$ cat src/rtl/alu_operand_stage_if.sv
// alu_operand_stage_if
//   Bundles every signal of the operand stage except clk/rst_n.
//   master : the environment (issue logic upstream, ALU downstream,
//            forwarding network)
//   slave  : the operand stage itself
//
// Handshake semantics (both sides):
//   A transfer happens on a rising edge where valid && ready are both high.
//   A producer holding valid keeps its payload stable until the transfer.
//   ready may depend on valid combinationally, but valid never waits on ready.
//
// Signal groups
//   upstream   : in_valid/in_ready, rs1/rs2 addr+val, imm_val, pc_val, asel, bsel
//   forwarding : fwd_valid, fwd_busy, fwd_rd (5 bits/source), fwd_data (XLEN/source)
//   control    : flush
//   downstream : out_valid/out_ready, op_a, op_b, store_data, fwd_hit_a/b
//   status     : stall_cnt
interface alu_operand_stage_if #(
  parameter int XLEN = 32,
  parameter int NFWD = 2,
  parameter int CNTW = 16
) ();
  logic                 in_valid;
  logic                 in_ready;
  logic [4:0]           rs1_addr;
  logic [4:0]           rs2_addr;
  logic [XLEN-1:0]      rs1_val;
  logic [XLEN-1:0]      rs2_val;
  logic [XLEN-1:0]      imm_val;
  logic [XLEN-1:0]      pc_val;
  logic [1:0]           asel;
  logic [1:0]           bsel;
  logic [NFWD-1:0]      fwd_valid;
  logic [NFWD-1:0]      fwd_busy;
  logic [5*NFWD-1:0]    fwd_rd;
  logic [XLEN*NFWD-1:0] fwd_data;
  logic                 flush;
  logic                 out_valid;
  logic                 out_ready;
  logic [XLEN-1:0]      op_a;
  logic [XLEN-1:0]      op_b;
  logic [XLEN-1:0]      store_data;
  logic                 fwd_hit_a;
  logic                 fwd_hit_b;
  logic [CNTW-1:0]      stall_cnt;

  modport master (
    output in_valid, rs1_addr, rs2_addr, rs1_val, rs2_val, imm_val, pc_val,
           asel, bsel, fwd_valid, fwd_busy, fwd_rd, fwd_data, flush, out_ready,
    input  in_ready, out_valid, op_a, op_b, store_data, fwd_hit_a, fwd_hit_b,
           stall_cnt
  );

  modport slave (
    input  in_valid, rs1_addr, rs2_addr, rs1_val, rs2_val, imm_val, pc_val,
           asel, bsel, fwd_valid, fwd_busy, fwd_rd, fwd_data, flush, out_ready,
    output in_ready, out_valid, op_a, op_b, store_data, fwd_hit_a, fwd_hit_b,
           stall_cnt
  );
endinterface

$ cat src/rtl/alu_operand_stage.sv
// alu_operand_stage
//   Resolves rs1/rs2 through a priority forwarding network, selects the ALU
//   operands, and registers them in a one-entry valid/ready pipeline slot.
//   A bundle whose winning forwarding source is still busy (load in flight)
//   is held upstream and counted in a saturating stall counter.
//
// Ports
//   clk    : rising-edge clock
//   rst_n  : asynchronous active-low reset
//   bus    : alu_operand_stage_if.slave (all handshake, operand and status signals)
module alu_operand_stage #(
  parameter int XLEN = 32,
  parameter int NFWD = 2,
  parameter int CNTW = 16
) (
  input  logic                clk,
  input  logic                rst_n,
  alu_operand_stage_if.slave  bus
);

  typedef struct packed {
    logic            hit;
    logic            busy;
    logic [XLEN-1:0] data;
  } fwd_res_t;

  // Walk from the oldest source down to source 0 so the youngest match is
  // written last and wins. Register x0 never matches.
  function automatic fwd_res_t fwd_lookup(
    input logic [4:0]           addr,
    input logic [NFWD-1:0]      valid,
    input logic [NFWD-1:0]      busy,
    input logic [5*NFWD-1:0]    rd,
    input logic [XLEN*NFWD-1:0] data
  );
    fwd_res_t r;
    r = '0;
    for (int i = NFWD - 1; i >= 0; i--) begin
      if (valid[i] && (rd[5*i +: 5] == addr) && (addr != 5'd0)) begin
        r.hit  = 1'b1;
        r.busy = busy[i];
        r.data = data[XLEN*i +: XLEN];
      end
    end
    return r;
  endfunction

  fwd_res_t        rs1_res;
  fwd_res_t        rs2_res;
  logic [XLEN-1:0] rs1_resolved;
  logic [XLEN-1:0] rs2_resolved;
  logic [XLEN-1:0] op_a_sel;
  logic [XLEN-1:0] op_b_sel;
  logic            hazard;
  logic            in_ready;
  logic            accept;

  logic            out_valid_q, out_valid_d;
  logic [XLEN-1:0] op_a_q, op_a_d;
  logic [XLEN-1:0] op_b_q, op_b_d;
  logic [XLEN-1:0] store_data_q, store_data_d;
  logic            fwd_hit_a_q, fwd_hit_a_d;
  logic            fwd_hit_b_q, fwd_hit_b_d;
  logic [CNTW-1:0] stall_cnt_q, stall_cnt_d;

  always_comb begin
    rs1_res = fwd_lookup(bus.rs1_addr, bus.fwd_valid, bus.fwd_busy, bus.fwd_rd, bus.fwd_data);
    rs2_res = fwd_lookup(bus.rs2_addr, bus.fwd_valid, bus.fwd_busy, bus.fwd_rd, bus.fwd_data);

    rs1_resolved = '0;
    if (bus.rs1_addr != 5'd0) rs1_resolved = rs1_res.hit ? rs1_res.data : bus.rs1_val;
    rs2_resolved = '0;
    if (bus.rs2_addr != 5'd0) rs2_resolved = rs2_res.hit ? rs2_res.data : bus.rs2_val;

    unique case (bus.asel)
      2'd0:    op_a_sel = rs1_resolved;
      2'd1:    op_a_sel = bus.pc_val;
      default: op_a_sel = '0;
    endcase

    unique case (bus.bsel)
      2'd0:    op_b_sel = rs2_resolved;
      2'd1:    op_b_sel = bus.imm_val;
      2'd2:    op_b_sel = XLEN'(4);
      default: op_b_sel = '0;
    endcase

    // rs1 only matters when it feeds op_a; rs2 always matters because it
    // also travels as store_data. Only the winning source's busy bit counts.
    hazard = bus.in_valid && (((bus.asel == 2'd0) && rs1_res.busy) || rs2_res.busy);

    // Held low during reset so nothing is accepted before the first edge
    // after release.
    in_ready = rst_n && (!out_valid_q || bus.out_ready) && !hazard;
    accept   = bus.in_valid && in_ready && !bus.flush;
  end

  always_comb begin
    out_valid_d  = out_valid_q;
    op_a_d       = op_a_q;
    op_b_d       = op_b_q;
    store_data_d = store_data_q;
    fwd_hit_a_d  = fwd_hit_a_q;
    fwd_hit_b_d  = fwd_hit_b_q;
    stall_cnt_d  = stall_cnt_q;

    if (bus.flush) begin
      out_valid_d = 1'b0;
    end else if (accept) begin
      out_valid_d  = 1'b1;
      op_a_d       = op_a_sel;
      op_b_d       = op_b_sel;
      store_data_d = rs2_resolved;
      fwd_hit_a_d  = (bus.asel == 2'd0) && rs1_res.hit;
      fwd_hit_b_d  = rs2_res.hit;
    end else if (out_valid_q && bus.out_ready) begin
      out_valid_d = 1'b0;
    end

    if (hazard && !bus.flush && (stall_cnt_q != {CNTW{1'b1}})) begin
      stall_cnt_d = stall_cnt_q + CNTW'(1);
    end
  end

  always_ff @(posedge clk or negedge rst_n) begin
    if (!rst_n) begin
      out_valid_q  <= 1'b0;
      op_a_q       <= '0;
      op_b_q       <= '0;
      store_data_q <= '0;
      fwd_hit_a_q  <= 1'b0;
      fwd_hit_b_q  <= 1'b0;
      stall_cnt_q  <= '0;
    end else begin
      out_valid_q  <= out_valid_d;
      op_a_q       <= op_a_d;
      op_b_q       <= op_b_d;
      store_data_q <= store_data_d;
      fwd_hit_a_q  <= fwd_hit_a_d;
      fwd_hit_b_q  <= fwd_hit_b_d;
      stall_cnt_q  <= stall_cnt_d;
    end
  end

  assign bus.in_ready   = in_ready;
  assign bus.out_valid  = out_valid_q;
  assign bus.op_a       = op_a_q;
  assign bus.op_b       = op_b_q;
  assign bus.store_data = store_data_q;
  assign bus.fwd_hit_a  = fwd_hit_a_q;
  assign bus.fwd_hit_b  = fwd_hit_b_q;
  assign bus.stall_cnt  = stall_cnt_q;

endmodule
$ cat src/flat_wrapper.sv
// flat-port wrapper written by rule: the top's interface ports become plain ports
module alu_operand_stage_flat 
#(
  parameter int XLEN = 32,
  parameter int NFWD = 2,
  parameter int CNTW = 16
)
  (clk, rst_n, bus_in_valid, bus_rs1_addr, bus_rs2_addr, bus_rs1_val, bus_rs2_val, bus_imm_val, bus_pc_val, bus_asel, bus_bsel, bus_fwd_valid, bus_fwd_busy, bus_fwd_rd, bus_fwd_data, bus_flush, bus_out_ready, bus_in_ready, bus_out_valid, bus_op_a, bus_op_b, bus_store_data, bus_fwd_hit_a, bus_fwd_hit_b, bus_stall_cnt);
  alu_operand_stage_if #(.XLEN(XLEN), .NFWD(NFWD), .CNTW(CNTW)) bus_i ();
  input  logic clk;
  input  logic rst_n;
  input wire logic [$bits(bus_i.in_valid)-1:0] bus_in_valid;
  input wire logic [$bits(bus_i.rs1_addr)-1:0] bus_rs1_addr;
  input wire logic [$bits(bus_i.rs2_addr)-1:0] bus_rs2_addr;
  input wire logic [$bits(bus_i.rs1_val)-1:0] bus_rs1_val;
  input wire logic [$bits(bus_i.rs2_val)-1:0] bus_rs2_val;
  input wire logic [$bits(bus_i.imm_val)-1:0] bus_imm_val;
  input wire logic [$bits(bus_i.pc_val)-1:0] bus_pc_val;
  input wire logic [$bits(bus_i.asel)-1:0] bus_asel;
  input wire logic [$bits(bus_i.bsel)-1:0] bus_bsel;
  input wire logic [$bits(bus_i.fwd_valid)-1:0] bus_fwd_valid;
  input wire logic [$bits(bus_i.fwd_busy)-1:0] bus_fwd_busy;
  input wire logic [$bits(bus_i.fwd_rd)-1:0] bus_fwd_rd;
  input wire logic [$bits(bus_i.fwd_data)-1:0] bus_fwd_data;
  input wire logic [$bits(bus_i.flush)-1:0] bus_flush;
  input wire logic [$bits(bus_i.out_ready)-1:0] bus_out_ready;
  output wire logic [$bits(bus_i.in_ready)-1:0] bus_in_ready;
  output wire logic [$bits(bus_i.out_valid)-1:0] bus_out_valid;
  output wire logic [$bits(bus_i.op_a)-1:0] bus_op_a;
  output wire logic [$bits(bus_i.op_b)-1:0] bus_op_b;
  output wire logic [$bits(bus_i.store_data)-1:0] bus_store_data;
  output wire logic [$bits(bus_i.fwd_hit_a)-1:0] bus_fwd_hit_a;
  output wire logic [$bits(bus_i.fwd_hit_b)-1:0] bus_fwd_hit_b;
  output wire logic [$bits(bus_i.stall_cnt)-1:0] bus_stall_cnt;
  assign bus_i.in_valid = bus_in_valid;
  assign bus_i.rs1_addr = bus_rs1_addr;
  assign bus_i.rs2_addr = bus_rs2_addr;
  assign bus_i.rs1_val = bus_rs1_val;
  assign bus_i.rs2_val = bus_rs2_val;
  assign bus_i.imm_val = bus_imm_val;
  assign bus_i.pc_val = bus_pc_val;
  assign bus_i.asel = bus_asel;
  assign bus_i.bsel = bus_bsel;
  assign bus_i.fwd_valid = bus_fwd_valid;
  assign bus_i.fwd_busy = bus_fwd_busy;
  assign bus_i.fwd_rd = bus_fwd_rd;
  assign bus_i.fwd_data = bus_fwd_data;
  assign bus_i.flush = bus_flush;
  assign bus_i.out_ready = bus_out_ready;
  assign bus_in_ready = bus_i.in_ready;
  assign bus_out_valid = bus_i.out_valid;
  assign bus_op_a = bus_i.op_a;
  assign bus_op_b = bus_i.op_b;
  assign bus_store_data = bus_i.store_data;
  assign bus_fwd_hit_a = bus_i.fwd_hit_a;
  assign bus_fwd_hit_b = bus_i.fwd_hit_b;
  assign bus_stall_cnt = bus_i.stall_cnt;
  alu_operand_stage #(.XLEN(XLEN), .NFWD(NFWD), .CNTW(CNTW)) u_core (.clk(clk), .rst_n(rst_n), .bus(bus_i));
endmodule
$ cat config.mk
export PLATFORM = sky130hd
export DESIGN_NAME = alu_operand_stage_flat
export DESIGN_NICKNAME = d
export VERILOG_FILES = /design/src/rtl/alu_operand_stage_if.sv /design/src/rtl/alu_operand_stage.sv /design/src/flat_wrapper.sv
export SDC_FILE = /design/constraint.sdc
export NUM_CORES = 1
export LEC_CHECK = 0
export ABC_AREA = 1
export BUFFER_PORTS_ARGS = -buffer_cell sky130_fd_sc_hd__buf_2
export CAP_MARGIN = 20
export CORE_AREA = 2 2 152 109
export DETAILED_ROUTE_END_ITERATION = 7
export DIE_AREA = 0 0 154 111
export PLACE_DENSITY = 0.81
export SYNTH_ARGS = -nofsm -noshare
export SYNTH_HDL_FRONTEND = slang
export SYNTH_SLANG_ARGS = --single-unit
$ cat constraint.sdc
create_clock -name clk -period 2.35 [get_ports clk]
set_input_delay 0.3525 -clock clk [delete_from_list [all_inputs] [get_ports clk]]
set_output_delay 0.3525 -clock clk [all_outputs]
set_load 0.01 [all_outputs]
==> metrics.cfg, run 1 <==
[status]
outcome=complete, no violations

[place]
hpwlAfterDp_mm=22.2
dpl.cell_count=1677
place_congestion=1.00
port_buffers=340

[global_route]
grtUsageTotal_pct=34.6
antenna_found_initial=8
grt_remaining_overflow=0
grt_max_degree=116
first_global_vias=8431
grt_pass1_wl_mm=46.0

[timing]
period_minus_slack_ps=2080
post-route-period-util_pct=88.5
max_freq_mhz=481
worst_slew_pin_slew_ps=622
slew_headroom_pct=58.6
hold_viol_final=0
setup_violations=0
fin_setup_tns_ps=0
timing.hold.ws_ps=52.2
fin_skew_ps=6.56
maxSlewViolCount=0
rsz0062_at_grt=false

[worst_setup_path]
cp_top_family=simple AND/OR/NAND/NOR gates
cp_slowest_cell=buf_2
path_common_cell=nand2_1
end_kind=primary output
critical_path_class=in -> out
startpoint_type=input pin
crit_arrival_ps=1730
critical_path_required_ps=2000
crit_buf_inv=3
crit_chain=buf_2 > inv_2 > nand2_1 > nand2_1 > nand2_1 > nor2_1 > nand2_1 > nand3_1 > nand2_1 > nand2_1 > nand2_2 > a21boi_0 > buf_2
critPathMaxFanout=4
max_stage_delay_ps=190

[pwr]
seq_power_share_pct=36.8
clkPwrFrac_pct=39.5
p_leak_nw=5.93
p_int_mw=4.61
p_switching_mw=2.17
comb_power_share_pct=23.8
pwr_density_cell_nw_per_um2=677
swShare_pct=32.1
max-vdd-ir-drop_mv=0.470

[yosys]
syn_inst=1172
synth_enable_flop_cells=0
synth_compound_area_share_pct=7.42
synth_area_leaders=dfrtp_1 (39%), nand2_1 (32%), o21ai_0 (5.0%), nand3_1 (4.3%), nand4_1 (3.3%)
syn-num-nets=1398
muxShareOfSynthArea_pct=0
synth_top_family_by_area=simple AND/OR/NAND/NOR gates
synth-async-reset-ratio_pct=100
ys_seq_elements=115
synth_top_cell_area_share_pct=38.8
netlist_area_sq_um=7420
synth-main-ff-cell=dfrtp_1
synth_top_area_cell=dfrtp_1
synthAdderAreaFrac_pct=0.169
syn_area_per_cell_sq_um=6.33
synth_simple_gate_area_share_pct=44.8
yosysUniqueCellTypes=27
ys_seq_area_share_pct=38.8
synth-xor-area-share_pct=1.42
yosys_warnings=0

[die]
design.core.area_sq_um=15900
die_w_um=154
rows=39
ioPinCount=341
die_height_um=111
die_area_sq_um=17100
start_util_pct=46.8

[clock_network]
cts_buffer_depth=2
htreeDepth=4
cts.sinks=115
postCtsHoldBufs=0
cts_buffers=17
post-cts-setup-buffer-count=0
ctsRootBufferMaster=clkbuf_16
clock_latency_ps=410
cts_tree=yes
clk_pin_slew_worst_paths_ps=60
cts_resized=0

[run]
max_cap_viol_count=0

[final_layout]
drive_gt1_share_pct=27.9
finalNetCount=1717
area_growth_pct=35.1
stdcell_count=1717

[detailed_routing]
wl_mm=29.7
drcViolationCount=0
drt_iter0_drc=955
first_pass_iters=7
vias=9006
ant_nets=0
wl_per_cell_um=17.3
routed_via_density=5.25

[min_path]
hold_path.class=in -> async

## kinds of logic (layout without fill, tap and decap cells)
family	count (synthesis)	in the layout
AOI/OAI and AO/OA	99	99
xor gates and xnor gates	12	12
adders and majority gates	1	1
buffers and inverters	131	463
DFF	115	115
other	0	8
and+or+nand+nor	814	814
## cell usage after synthesis (6+ instances only)
cell        n
buf_1       6
buf_2      23
clkbuf_1   32
dfrtp_1   115
inv_1      56
inv_2      10
nand2_1   627
nand3_1    63
nand3b_1   12
nand4_1    39
nor2_1     60
nor3_1      6
o211ai_1   20
o21ai_0    74
xnor2_1     6
xor2_1      6
## path summary, 6_finish.rpt
check                                             to                      start  slack (ps)  cells after the start
setup / recovery                        bus_in_ready            bus_rs1_addr[2]         270                     13
hold / removal             u_core.bus.store_data[29]                      rst_n          50                      2
setup reg to reg             u_core.bus.stall_cnt[7]    u_core.bus.stall_cnt[2]         270                     11
hold reg to reg            u_core.bus.store_data[18]  u_core.bus.store_data[18]         470                      2
max in group asynchronous        u_core.bus.op_a[21]                      rst_n        1820                      2
min in group clk                u_core.bus.out_valid                  bus_flush         160                      2
## area by class of cell
cell class	instances	area (sq um)
multi-input combinational	926	4020
timing repair buffer	365	1990
antenna	8	20.0
tap	205	256
inverter	66	248
fill	1501	5840
clock inverter	14	180
clock buffer	18	429
sequential	115	2880
## routing by layer
| layer | vias up | global-route usage, % | share of wire [%] |
|---|---|---|---|
| met1 | 4071 | 50.5 | 45 |
| met3 | 52 | 7.35 | 9.8 |
| li1 | 4343 | - | - |
| met4 | 0 | 12.2 | 2.8 |
| met2 | 540 | 50.9 | 43 |
| met5 | - | 0 | 0 |
## layout by cell type, fill, tap and decap left out, types with 10 or more instances in the layout
cell type  count
nand2_1      626
buf_2        339
dfrtp_1      115
o21ai_0       74
nand3_1       63
nor2_1        56
inv_1         56
nand4_1       39
o211ai_1      20
buf_4         18
clkbuf_16     17
nand3b_1      12
inv_2         10
## metrics by stage
step / power, mW / utilization [%] / cell area, sq um / setup slack, ps
after global routing: 7.09 / 63.2 / 10000 / 7.10
after global placement: 4.09 / 59.2 / 9390 / 151
after CTS: 6.79 / 63.0 / 10000 / 268
after floorplan: 3.27 / - / 7420 / 569
after detailed placement: 4.12 / 59.2 / 9390 / 117
final: 6.78 / 63.2 / 10000 / 269
## sequential cells by signal, indices dropped and copies added, names as in the netlist
name,count
u_core.bus.fwd_hit_a,1
u_core.bus.op_a,32
u_core.bus.fwd_hit_b,1
u_core.bus.stall_cnt,16
u_core.bus.store_data,32
u_core.bus.op_b,32
u_core.bus.out_valid,1
## power by group through the flow
| stage | clock network [mW] | logic (mW) | registers (mW) |
|---|---|---|---|
| after floorplan | 0 | 0.623 | 2.64 |
| after global placement | 0 | 1.57 | 2.51 |
| after detailed placement | 0 | 1.61 | 2.51 |
| after CTS | 2.70 | 1.61 | 2.49 |
| after global routing | 2.78 | 1.78 | 2.53 |
| final | 2.68 | 1.61 | 2.49 |
No activity file was read; power rests on OpenSTA's default activity.
==> inputs of run 2 (changes only) <==
CELL_PAD_IN_SITES_DETAIL_PLACEMENT = 0   (was unset)
CELL_PAD_IN_SITES_GLOBAL_PLACEMENT = 1   (was unset)
CORE_AREA = 2 2 185 133   (was 2 2 152 109)
DIE_AREA = 0 0 187 135   (was 0 0 154 111)
PLACE_DENSITY = unset   (was 0.81)
PLACE_DENSITY_LB_ADDON = 0.1   (was unset)
clock period = 2.3 ns   (was 2.35 ns; I/O delays follow)
==> metrics.cfg, run 2 (synthesized netlist as in run 1, its figures left out) <==
[status]
outcome=finished, violations left
violations=negative hold slack

[worst_setup_path]
critPathMaxFanout=5  ; +1
rr_endpoint=u_core.bus.stall_cnt[3]
crit_start=bus_rs2_addr[2]
end_kind=primary output
crit_arrival_ps=1820  ; +90 ps
crit_end=bus_in_ready
rr_startpoint=u_core.bus.stall_cnt[2]
startpoint_type=input pin
critical_path_class=in -> out
critical_path_required_ps=1960  ; -40 ps
reg2reg_setup_slack_ps=310  ; +40 ps
reg2reg_depth=12  ; +1

[detailed_routing]
drcViolationCount=0  ; unchanged
drt_iter0_drc=774  ; -19%
first_pass_iters=5  ; -2
wl_per_cell_um=18.7  ; +7.9%
ant_nets=0  ; unchanged
vias=8880  ; -1.4%
routed_via_density=4.79  ; -8.6%
wl_mm=34.6  ; +16%

[pwr]
max-vdd-ir-drop_mv=0.586  ; +25%
p_int_mw=4.51  ; -2.2%
comb_power_share_pct=25.0  ; +1.2 points
seq_power_share_pct=37.1  ; +0.3 points
clkPwrFrac_pct=38.0  ; -1.5 points
p_switching_mw=2.39  ; +10%
pwr_density_cell_nw_per_um2=667  ; -1.5%
p_leak_nw=6.04  ; +1.9%
finalPower_mw=6.90  ; +1.7%
swShare_pct=34.7  ; +2.6 points

[timing]
post-route-period-util_pct=94.1
hold_viol_final=9  ; +9
max_freq_mhz=462
fin_skew_ps=10.6  ; +4.01 ps
maxSlewViolCount=0  ; unchanged
slew_headroom_pct=54.1  ; -4.4 points
rsz0062_at_grt=false
timing.hold.ws_ps=-5.67  ; -57.8 ps
worst_slew_pin_slew_ps=688  ; +66.7 ps
period_minus_slack_ps=2170
setup_violations=0  ; unchanged

[place]
dpl.cell_count=1817  ; +8.3%
hpwlAfterDp_mm=26.6  ; +20%
port_buffers=340  ; unchanged
place_congestion=1.01  ; +0.90%

[clock_network]
cts.sinks=115  ; unchanged
cts_buffer_depth=2  ; unchanged
cts_tree=yes
clk_pin_slew_worst_paths_ps=70  ; about the same
ctsRootBufferMaster=clkbuf_16
clock_latency_ps=420  ; about the same
htreeDepth=4  ; unchanged
cts_buffers=17  ; unchanged
postCtsHoldBufs=0  ; unchanged

[global_route]
antenna_found_initial=7  ; -1
grt_pass1_wl_mm=52.2  ; +13%
grt_max_degree=116  ; unchanged
grt_remaining_overflow=0  ; unchanged
grtUsageTotal_pct=27.3  ; -7.3 points
first_global_vias=8504  ; +0.87%

[die]
die_area_sq_um=25200  ; +48%
rows=47  ; +21%
start_util_pct=31.8  ; -15 points
ioPinCount=341  ; unchanged
die_w_um=187  ; +21%
die_height_um=135  ; +22%
design.core.area_sq_um=23300  ; +47%

[final_layout]
mostFrequentLayoutCell=nand2_1
stdcell_count=1853  ; +7.9%
nFillCells=2555  ; +70%
drive_gt1_share_pct=29.3  ; +1.4 points
finalNetCount=1744  ; +1.6%
area_growth_pct=39.5
layout_common_cells=nand2_1 (626), buf_2 (339), dfrtp_1 (115)

[run]
max_cap_viol_count=0  ; unchanged

[min_path]
hold_path.class=in -> async

run 2: changes by cell type in the layout (fill, tap and decap cells not counted), sizes merged:
cell	change
clkbuf	-1
bufinv	-2
inv	+1
diode	-3
clkinvlp	+3
clkinv	-2
buf	+27
run 2: worst min path at each step:
stage                                     end  cells past startpoint                 startpoint  slack [ps]
floorplan                u_core.bus.fwd_hit_a                      0                      rst_n          50
global placement    u_core.bus.store_data[13]                      2  u_core.bus.store_data[13]         450
detailed placement  u_core.bus.store_data[12]                      2  u_core.bus.store_data[12]         450
CTS                       u_core.bus.op_b[20]                      2                      rst_n          60
global route        u_core.bus.store_data[27]                      2                      rst_n          70
finish                    u_core.bus.op_b[28]                      2                      rst_n          -6
run 2: routing by layer:
metal	vias to the layer above	wire [um]	global-route usage (%)
met5	-	19	0
met4	4	274	5.20
met3	21	2730	6.08
met2	378	14100	38.7
met1	4063	17500	42.1
li1	4414	-	-
run 2: power groups by stage:
| stage | registers (mW) | clock network [mW] | logic, mW |
|---|---|---|---|
| floorplan | 2.70 | 0 | 0.637 |
| detailed placement | 2.59 | 0 | 1.72 |
| finish | 2.56 | 2.62 | 1.72 |
| CTS | 2.56 | 2.67 | 1.73 |
| global placement | 2.59 | 0 | 1.72 |
| global route | 2.60 | 2.76 | 1.91 |
run 2: final cells by class:
type / instances / area, sq um / share of cell area (%)
diodes: 5 / 12.5 / 0.121
clock buffers: 17 / 425 / 4.11
clock inverters: 14 / 131 / 1.27
inverters: 66 / 248 / 2.39
multi-input cells: 926 / 4030 / 39.0
flip-flops and latches: 115 / 2880 / 27.8
well taps: 318 / 398 / 3.85
repair buffers: 392 / 2220 / 21.5
run 2: through the flow:
step / utilization, % / worst slack (ps) / TNS (ps) / instance area, sq um
floorplan: - / 519 / 0 / 7420
global placement: 41.8 / -25.0 / -25.0 / 9770
detailed placement: 41.8 / -51.8 / -64.3 / 9770
CTS: 44.2 / 140 / 0 / 10300
global route: 44.3 / 13.3 / 0 / 10300
finish: 44.3 / 135 / 0 / 10300
run 2: critical path: stages:
cell      delay [ps]
buf_2            120
xnor2_1          260
nand2_1          110
nor2_2           160
nand2_2          130
nand2_1           80
nand2_1           50
nand2_1           90
nand2_2          130
a21boi_0         170
buf_2            170
run 2: what timing repair did:
item,CTS,global route
gates resized for setup,0,3
setup endpoints to repair,0,1
buffers inserted,0,0
==> inputs of run 3 (changes only) <==
HOLD_SLACK_MARGIN = 0.03   (was unset)
PLACE_DENSITY = 0.82   (was unset)
PLACE_DENSITY_LB_ADDON = unset   (was 0.1)
==> metrics.cfg, run 3 (synthesized netlist as in run 1, its figures left out) <==
[status]
outcome=complete, no violations

[place]
place_congestion=1.02  ; +0.46%
dpl.cell_count=1811  ; -0.33%
hpwlAfterDp_mm=25.7  ; -3.3%
port_buffers=340  ; unchanged

[detailed_routing]
ant_nets=0  ; unchanged
routed_via_density=4.85  ; +1.3%
drt_iter0_drc=713  ; -7.9%
drcViolationCount=0  ; unchanged
wl_per_cell_um=18.0  ; -3.4%
wl_mm=33.3  ; -3.7%
vias=8960  ; +0.90%
first_pass_iters=5  ; unchanged

[clock_network]
clock_latency_ps=420  ; about the same
cts_tree=yes
ctsRootBufferMaster=clkbuf_16
cts_buffers=17  ; unchanged
cts_buffer_depth=2  ; unchanged
cts.sinks=115  ; unchanged
clk_pin_slew_worst_paths_ps=70  ; about the same
htreeDepth=4  ; unchanged

[pwr]
finalPower_mw=7.15  ; +3.6%
pwr_density_cell_nw_per_um2=693  ; +3.9%
p_leak_nw=6.04  ; about the same
max-vdd-ir-drop_mv=0.499  ; -15%

[die]
die_w_um=187  ; unchanged
die_height_um=135  ; unchanged
die_area_sq_um=25200  ; unchanged
ioPinCount=341  ; unchanged
rows=47  ; unchanged
design.core.area_sq_um=23300  ; unchanged
start_util_pct=31.8  ; unchanged

[worst_setup_path]
critical_path_required_ps=1960  ; about the same
crit_chain=buf_2 > xnor2_1 > nand2_1 > nor2_1 > nand2_2 > nand2_1 > nand2_1 > nand2_1 > nand2_2 > a21boi_0 > buf_2
critical_path_class=in -> out
max_stage_delay_ps=190  ; -70 ps
crit_arrival_ps=1740  ; -80 ps
cp_slowest_cell=xnor2_1
end_kind=primary output
path_common_cell=nand2_1
critPathMaxFanout=5  ; unchanged
startpoint_type=input pin

[final_layout]
post-route-util_pct=44.2  ; -0.13 points
multiInputGateArea_sq_um=4030  ; -0.12%
stdcell_count=1846  ; -0.38%
area.sequential_sq_um=2880  ; unchanged
finalNetCount=1738  ; -0.34%
area_growth_pct=39.1
nFillCells=2551  ; -0.16%
layout_common_cells=nand2_1 (626), buf_2 (339), dfrtp_1 (115)
drive_gt1_share_pct=29.0  ; -0.30 points
mostFrequentLayoutCell=nand2_1

[global_route]
first_global_vias=8575  ; +0.83%
antenna_found_initial=4  ; -3
grt_max_degree=116  ; unchanged
grt_remaining_overflow=0  ; unchanged
grt_pass1_wl_mm=50.5  ; -3.3%
grtUsageTotal_pct=26.2  ; -1.2 points

[run]
max_cap_viol_count=0  ; unchanged

[timing]
maxSlewViolCount=0  ; unchanged
slew_headroom_pct=53.7  ; -0.44 points
setup_violations=0  ; unchanged
worst_slew_pin_slew_ps=695  ; +6.63 ps
fin_skew_ps=9.39  ; -1.19 ps
max_freq_mhz=479  ; +3.7%
fin_setup_tns_ps=0  ; unchanged
period_minus_slack_ps=2090  ; -76.5 ps
post-route-period-util_pct=90.8  ; -3.3 points
rsz0062_at_grt=false
hold_viol_final=0  ; -9

[min_path]
hold_path.class=in -> async

## run 3: cell types whose count changed in the layout (fill, tap and decap cells not counted), moves of 2 or more
| cell | change |
|---|---|
| buf_12 | -3 |
| bufinv_16 | +2 |
| buf_4 | -2 |
| nor2_1 | +2 |
| clkinvlp_4 | -4 |
| inv_8 | +4 |
| diode_2 | -2 |
## run 3: final timing paths
kind | from | endpoint | slack (ps) | depth (start not counted)
max reg2reg | u_core.bus.stall_cnt[3] | u_core.bus.stall_cnt[3] | 360 | 11
max in group asynchronous | rst_n | u_core.bus.op_a[14] | 1720 | 2
min in group clk | bus_flush | u_core.bus.out_valid | 200 | 2
max | bus_rs2_addr[2] | bus_in_ready | 210 | 11
min | rst_n | u_core.bus.op_b[27] | 9 | 2
min reg2reg | u_core.bus.store_data[11] | u_core.bus.store_data[11] | 470 | 2
## run 3: timing repair
item                       4_1_cts  5_1_grt
gates resized for setup          0        1
setup endpoints to repair        0        7
setup buffers                    0        0
hold buffers                     0        0
## run 3: worst max-delay path, delay by kind of cell
family,cells,cell delay (ps)
AOI/OAI and AO/OA,1,190
and+or+nand+nor,7,720
buffers and inverters,2,300
xor gates and xnor gates,1,190
## run 3: through the flow
stage | worst slack (ps) | hold slack [ps] | instance area, sq um
floorplan | 519 | 49.4 | 7420
global placement | 99.3 | 450 | 9680
detailed placement | 126 | 454 | 9680
CTS | 206 | 63.7 | 10300
global route | 30.8 | 56.7 | 10300
finish | 211 | 8.81 | 10300
## run 3: metal layers
layer | global-route usage [%] | vias to the layer above | part of all wire, %
met4 | 6.57 | 0 | 1.2
met2 | 40.0 | 373 | 44
li1 | - | 4385 | -
met5 | 0 | - | 0
met1 | 37.8 | 4179 | 48
met3 | 5.28 | 23 | 7.1
## run 3: layout make-up
class | instances | share of cell area (%)
clock buffer | 17 | 4.12
multi-input combinational | 926 | 39.0
tap | 318 | 3.86
sequential | 115 | 27.9
timing repair buffer | 386 | 20.7
clock inverter | 15 | 1.92
inverter | 66 | 2.40
antenna | 3 | 0.0728
## run 3: report_power, final
part	switching [mW]	leakage (nW)	internal [mW]
logic	1.04	4.24	0.670
clock network	1.15	0.310	1.75
registers	0.202	1.49	2.34
